$ cat config.mk
export PLATFORM = sky130hd
export DESIGN_NAME = codec_init_sequencer_flat
export DESIGN_NICKNAME = d
export VERILOG_FILES = /design/src/rtl/codec_init_sequencer_if.sv /design/src/rtl/codec_init_sequencer.sv /design/src/flat_wrapper.sv
export SDC_FILE = /design/constraint.sdc
export NUM_CORES = 1
export LEC_CHECK = 0
export ABC_AREA = 0
export ABC_CLOCK_PERIOD_IN_PS = 2950
export CAP_MARGIN = 20
export CELL_PAD_IN_SITES_DETAIL_PLACEMENT = 0
export CELL_PAD_IN_SITES_GLOBAL_PLACEMENT = 1
export CORE_ASPECT_RATIO = 1.1
export CORE_MARGIN = 2
export CORE_UTILIZATION = 43
export CTS_CLUSTER_SIZE = 25
export DETAILED_ROUTE_END_ITERATION = 16
export PLACE_DENSITY = 0.71
export SLEW_MARGIN = 20
export SYNTH_ARGS = -nofsm -noshare
export SYNTH_HDL_FRONTEND = slang
export SYNTH_SLANG_ARGS = --single-unit
$ cat constraint.sdc
create_clock -name CLK -period 2.95 [get_ports CLK]
set_input_delay 0.295 -clock CLK [delete_from_list [all_inputs] [get_ports CLK]]
set_output_delay 0.295 -clock CLK [all_outputs]
set_load 0.03 [all_outputs]
$ cat src/rtl/codec_init_sequencer_if.sv
// Command handshake between the codec init sequencer (master) and the
// I2C register programmer (slave): CMD/GO out, READY/ACK back.
interface codec_init_sequencer_if;
  logic [3:0] CMD;
  logic       GO;
  logic       READY;
  logic       ACK;

  modport master (output CMD, output GO, input READY, input ACK);
  modport slave  (input CMD, input GO, output READY, output ACK);
endinterface

$ cat src/rtl/codec_init_sequencer.sv
// Codec init sequencer: settle, then write commands 1..NUM_CMDS through the programmer with retries.
// Optional CODEC_INIT_AUTOSTART_EN: run the sequence once automatically after reset release.
module codec_init_sequencer #(
  parameter int NUM_CMDS       = 10,
  parameter int SETTLE_CYCLES  = 1000,
  parameter int MAX_RETRY      = 3,
  parameter int TIMEOUT_CYCLES = 4096
) (
  input  logic                          CLK,
  input  logic                          RST_L,
  input  logic                          START,
  codec_init_sequencer_if.master        prog,
  output logic                          BUSY,
  output logic                          DONE,
  output logic                          ERROR,
  output logic [3:0]                    ERR_CMD
);

  localparam int              AW          = $clog2(MAX_RETRY + 1);
  localparam logic [15:0]     SETTLE_LAST = 16'((SETTLE_CYCLES > 0) ? SETTLE_CYCLES - 1 : 0);
  localparam logic [15:0]     TMO_LIMIT   = 16'(TIMEOUT_CYCLES);
  localparam logic [3:0]      LAST_CMD    = 4'(NUM_CMDS);
  localparam logic [AW-1:0]   RETRY_LIMIT = AW'(MAX_RETRY);

  typedef enum logic [3:0] {
    IDLE, SETTLE, ISSUE, WAIT_BUSY, WAIT_DONE, CHECK, NEXT, DONE_ST, FAIL_ST
  } state_t;

  state_t          state_reg, state_next;
  logic [3:0]      cmd_reg, cmd_next;
  logic [AW-1:0]   attempt_reg, attempt_next;
  logic            ack_reg, ack_next;
  logic            done_reg, done_next;
  logic            error_reg, error_next;
  logic [3:0]      err_cmd_reg, err_cmd_next;
  logic [15:0]     settle_cnt_reg;
  logic [15:0]     tmo_cnt_reg;
  logic            idle_start;
  logic            launch;
  logic            timeout;

`ifdef CODEC_INIT_AUTOSTART_EN
  logic auto_fired_reg;
  always_ff @(posedge CLK or negedge RST_L) begin
    if (!RST_L) auto_fired_reg <= 1'b0;
    else        auto_fired_reg <= 1'b1;
  end
  assign idle_start = START | ~auto_fired_reg;
`else
  assign idle_start = START;
`endif

  assign timeout = (tmo_cnt_reg >= TMO_LIMIT);

  always_comb begin
    state_next   = state_reg;
    cmd_next     = cmd_reg;
    attempt_next = attempt_reg;
    ack_next     = ack_reg;
    done_next    = done_reg;
    error_next   = error_reg;
    err_cmd_next = err_cmd_reg;
    launch       = 1'b0;
    case (state_reg)
      IDLE:    launch = idle_start;
      SETTLE:  if (settle_cnt_reg >= SETTLE_LAST) state_next = ISSUE;
      ISSUE: begin
        if (timeout) begin
          state_next = CHECK;
          ack_next   = 1'b0;
        end else if (prog.READY) begin
          state_next = WAIT_BUSY;
        end
      end
      WAIT_BUSY: begin
        if (timeout) begin
          state_next = CHECK;
          ack_next   = 1'b0;
        end else if (!prog.READY) begin
          state_next = WAIT_DONE;
        end
      end
      WAIT_DONE: begin
        // ACK is only meaningful on the cycle READY comes back high
        if (timeout) begin
          state_next = CHECK;
          ack_next   = 1'b0;
        end else if (prog.READY) begin
          state_next = CHECK;
          ack_next   = prog.ACK;
        end
      end
      CHECK: begin
        if (ack_reg) begin
          state_next = NEXT;
        end else if (attempt_reg < RETRY_LIMIT) begin
          attempt_next = attempt_reg + AW'(1);
          state_next   = ISSUE;
        end else begin
          state_next   = FAIL_ST;
          error_next   = 1'b1;
          err_cmd_next = cmd_reg;
        end
      end
      NEXT: begin
        if (cmd_reg == LAST_CMD) begin
          state_next = DONE_ST;
          done_next  = 1'b1;
        end else begin
          cmd_next     = cmd_reg + 4'd1;
          attempt_next = AW'(1);
          state_next   = ISSUE;
        end
      end
      DONE_ST: launch = START;
      FAIL_ST: launch = START;
      default: state_next = IDLE;
    endcase
    if (launch) begin
      state_next   = SETTLE;
      cmd_next     = 4'd1;
      attempt_next = AW'(1);
      done_next    = 1'b0;
      error_next   = 1'b0;
      err_cmd_next = 4'd0;
    end
  end

  always_ff @(posedge CLK or negedge RST_L) begin
    if (!RST_L) begin
      state_reg      <= IDLE;
      cmd_reg        <= 4'd0;
      attempt_reg    <= '0;
      ack_reg        <= 1'b0;
      done_reg       <= 1'b0;
      error_reg      <= 1'b0;
      err_cmd_reg    <= 4'd0;
      settle_cnt_reg <= 16'd0;
      tmo_cnt_reg    <= 16'd0;
    end else begin
      state_reg   <= state_next;
      cmd_reg     <= cmd_next;
      attempt_reg <= attempt_next;
      ack_reg     <= ack_next;
      done_reg    <= done_next;
      error_reg   <= error_next;
      err_cmd_reg <= err_cmd_next;
      // both counters restart on every state entry and saturate
      if (state_next != state_reg)       tmo_cnt_reg <= 16'd0;
      else if (tmo_cnt_reg != 16'hFFFF)  tmo_cnt_reg <= tmo_cnt_reg + 16'd1;
      if (state_reg != SETTLE || state_next != SETTLE) settle_cnt_reg <= 16'd0;
      else if (settle_cnt_reg != 16'hFFFF)             settle_cnt_reg <= settle_cnt_reg + 16'd1;
    end
  end

  assign BUSY     = !(state_reg inside {IDLE, DONE_ST, FAIL_ST});
  assign DONE     = done_reg;
  assign ERROR    = error_reg;
  assign ERR_CMD  = err_cmd_reg;
  assign prog.GO  = (state_reg == WAIT_BUSY);
  assign prog.CMD = (state_reg inside {ISSUE, WAIT_BUSY, WAIT_DONE, CHECK, NEXT}) ? cmd_reg : 4'd0;

endmodule

$ cat src/flat_wrapper.sv
// flat-port wrapper written by rule: the top's interface ports become plain ports
module codec_init_sequencer_flat 
#(
  parameter int NUM_CMDS       = 10,
  parameter int SETTLE_CYCLES  = 1000,
  parameter int MAX_RETRY      = 3,
  parameter int TIMEOUT_CYCLES = 4096
)
  (CLK, RST_L, START, BUSY, DONE, ERROR, ERR_CMD, prog_CMD, prog_GO, prog_READY, prog_ACK);
  codec_init_sequencer_if prog_i ();
  input  logic CLK;
  input  logic RST_L;
  input  logic START;
  output logic BUSY;
  output logic DONE;
  output logic ERROR;
  output logic [3:0] ERR_CMD;
  output wire logic [$bits(prog_i.CMD)-1:0] prog_CMD;
  output wire logic [$bits(prog_i.GO)-1:0] prog_GO;
  input wire logic [$bits(prog_i.READY)-1:0] prog_READY;
  input wire logic [$bits(prog_i.ACK)-1:0] prog_ACK;
  assign prog_CMD = prog_i.CMD;
  assign prog_GO = prog_i.GO;
  assign prog_i.READY = prog_READY;
  assign prog_i.ACK = prog_ACK;
  codec_init_sequencer #(.NUM_CMDS(NUM_CMDS), .SETTLE_CYCLES(SETTLE_CYCLES), .MAX_RETRY(MAX_RETRY), .TIMEOUT_CYCLES(TIMEOUT_CYCLES)) u_core (.CLK(CLK), .RST_L(RST_L), .START(START), .prog(prog_i), .BUSY(BUSY), .DONE(DONE), .ERROR(ERROR), .ERR_CMD(ERR_CMD));
endmodule
==> metrics.md <==
| Metric | Value |
|---|---|
| Setup crit start kind | register |
| Final worst path period share | 86.8% |
| First-pass GRT wire length | 9540 µm |
| Final #Nets | 312 |
| Die Height | 86.7 µm |
| Clk root buf | clkbuf_8 |
| # setup viols final | 0 |
| CTS tree | done |
| Initial DRC Count | 126 |
| Ys Warns | 0 |
| Die ar. | 6860 µm² |
| CP required | 3.09 ns |
| Most frequent cells in the layout | dfrtp_1, nor2_1, nand2_1, nand3_1, clkdlybuf4s50_1 |
| I/O Buffers | 16 |
| Top cells by area, synth | dfrtp_1, nor2_1, xor2_1 |
| Setup crit end kind | register |
| Max incr delay on CP | 0.72 ns |
| Largest net degree at the start of global routing | 32 |
| Post-Syn Area per Cell | 9.58 µm² |
| Rows | 30 |
| Worst vdd ir | 0.000420 V |
| Overall Global Routing Usage | 17.6% |
| Highest clock rate | 391 MHz |
| Remaining DRCs | 0 |
| Post-CTS Resized | 0 |
| Synth Flop Type | dfrtp_1 |
| Reg2Reg Setup Slack | 0.39 ns |
| Kind of cell adding the most delay to the critical path | compound AO/OA/AOI/OAI gates |
| Layout cell share with drive strength beyond 1 | 9.93% |
| Total of max-cap violations | 0 |
| CTS max path bufs | 2 |
| Final hold violation count | 0 |
| Post-route ant nets | 0 |
| Post-DP HPWL | 3800 µm |
| TritonCTS Buffers | 5 |
| Worst-Skew Late Latency | 0.30 ns |
| Synthesized flop and latch total | 49 |
| Detailed-route via count | 2026 |
| Post-DR vias/cell | 5.30 |
| Core Region | 6080 µm² |
| Most common cell after layout, fill and taps aside | dfrtp_1 |
| GRT overflow | 0 |
| WS Path Type | reg -> reg |
| Synth async-reset ratio | 100% |
| Setup TNS | 0 ns |
| Dpl ws | 0.398 ns |
| Fin. max-slew vios | 0 |
| Critical path depth in cells | 7 |
| Mapped Cells | 279 |
| Setup bufs post-CTS | 0 |
| Post-synth EDFFs | 0 |
| WP data arrival | 2.70 ns |
| Status | finished clean |
| Reg clk slew, reported paths | 0.09 ns |
| Ports | 17 |
| Vias in the first global route | 1997 |
| Hold slack | 0.0349 ns |
| Hold_buf cts | 0 |
| RSZ-0062 raised after global routing | false |
| Clock Skew | 0.0117 ns |
| Final WL | 5340 µm |
| Reg2Reg Depth | 7 |
| Clock sink count | 49 |
| # H-tree levels | 2 |
| Crit path max fanout | 16 |
| Initial antenna violation count | 0 |
| Netlist cell types | 51 |
| Chip Width | 79.2 µm |
| Worst-Margin Slew | 0.902 ns |
| WL per Instance | 14.0 µm |
| Gpl congestion | 0.836 |
| Worst Path Buf+Inv | 0 |
| Setup WS post-layout | 0.390 ns |
| PwrDens | 726 nW/µm² |
| Synth Cell Area | 2670 µm² |
| Area grow syn2layout | 13.5% |
| Slew HR | 39.8% |
| CP max stage cell | o21ai_2 |
| Hold crit path type | in -> async |
| Fillcell total | 602 |
| Crit path cell chain | ha_1 > a211oi_1 > nor3_1 > o21ai_0 > a31oi_2 > o21ai_2 > nor4_1 |
| Tmin final | 2.56 ns |
| Drt first pass iters | 6 |
| Register area share after synthesis | 45.9% |
| Leading area contributor after synthesis | dfrtp_1 |
| Initial cell density of the core | 44.0% |
| P_leak | 1.26 nW |
| Synth top area share | 45.9% |
| Antenna diode count | 0 |
-- stage by stage --
step	utilization, %	cells	total power [mW]	instance area, µm²
finish	49.9	382	2.20	3030
global route	49.9	382	2.35	3030
CTS	49.9	382	2.23	3030
detailed placement	47.9	374	1.72	2910
global placement	47.9	374	1.72	2910
floorplan	-	284	1.55	2690
-- cells in the mapped netlist (all sizes together), types with 7 or more instances --
library cell,n
nor3,16
and3,7
dfrtp,49
xor2,12
a21oi,10
inv,9
o21ai,14
nor2,34
nand2,24
nand3,18
nand4,10
-- worst paths after layout --
kind	from	end
worst max-delay path	u_core.settle_cnt_reg[0]	u_core.tmo_cnt_reg[5]
worst min-delay path	RST_L	u_core.tmo_cnt_reg[13]
worst max register to register	u_core.settle_cnt_reg[0]	u_core.tmo_cnt_reg[5]
worst min register to register	u_core.ERR_CMD[0]	u_core.ERR_CMD[0]
max in group asynchronous	RST_L	u_core.settle_cnt_reg[12]
min in group CLK	u_core.ERR_CMD[0]	u_core.ERR_CMD[0]
-- layer usage --
layer  track usage (%)  share of wire [%]  vias up
li1                  -                  -     1022
met1              24.8                 50      966
met2              27.5                 45       31
met3              3.44                3.2        7
met4              5.17                1.3        0
met5                 0                  0        -
-- logic make-up after synthesis --
family	synth area share (%)
other cells	0.140
flops	45.9
xor+xnor	5.90
mux	1.87
simple gates	29.3
compound gates	11.0
buf+inv	3.09
fa+ha+maj	2.81
-- final cells by class --
cell class | instances | area [µm²] | share of cell area, %
Multi-Input combinational cell | 218 | 1380 | 45.6
Sequential cell | 49 | 1230 | 40.4
Timing Repair Buffer | 18 | 170 | 5.61
Tap cell | 80 | 100 | 3.30
Clock buffer | 6 | 82.6 | 2.72
Clock inverter | 2 | 37.5 | 1.24
Inverter | 9 | 33.8 | 1.11
-- report_power, final --
part           internal, mW  switching, mW  leakage (nW)
combinational         0.291          0.577         0.554
clock                 0.276          0.221        0.0574
sequential            0.735          0.104         0.652
total                  1.30          0.901          1.26
No activity file was read; power rests on OpenSTA's default activity.
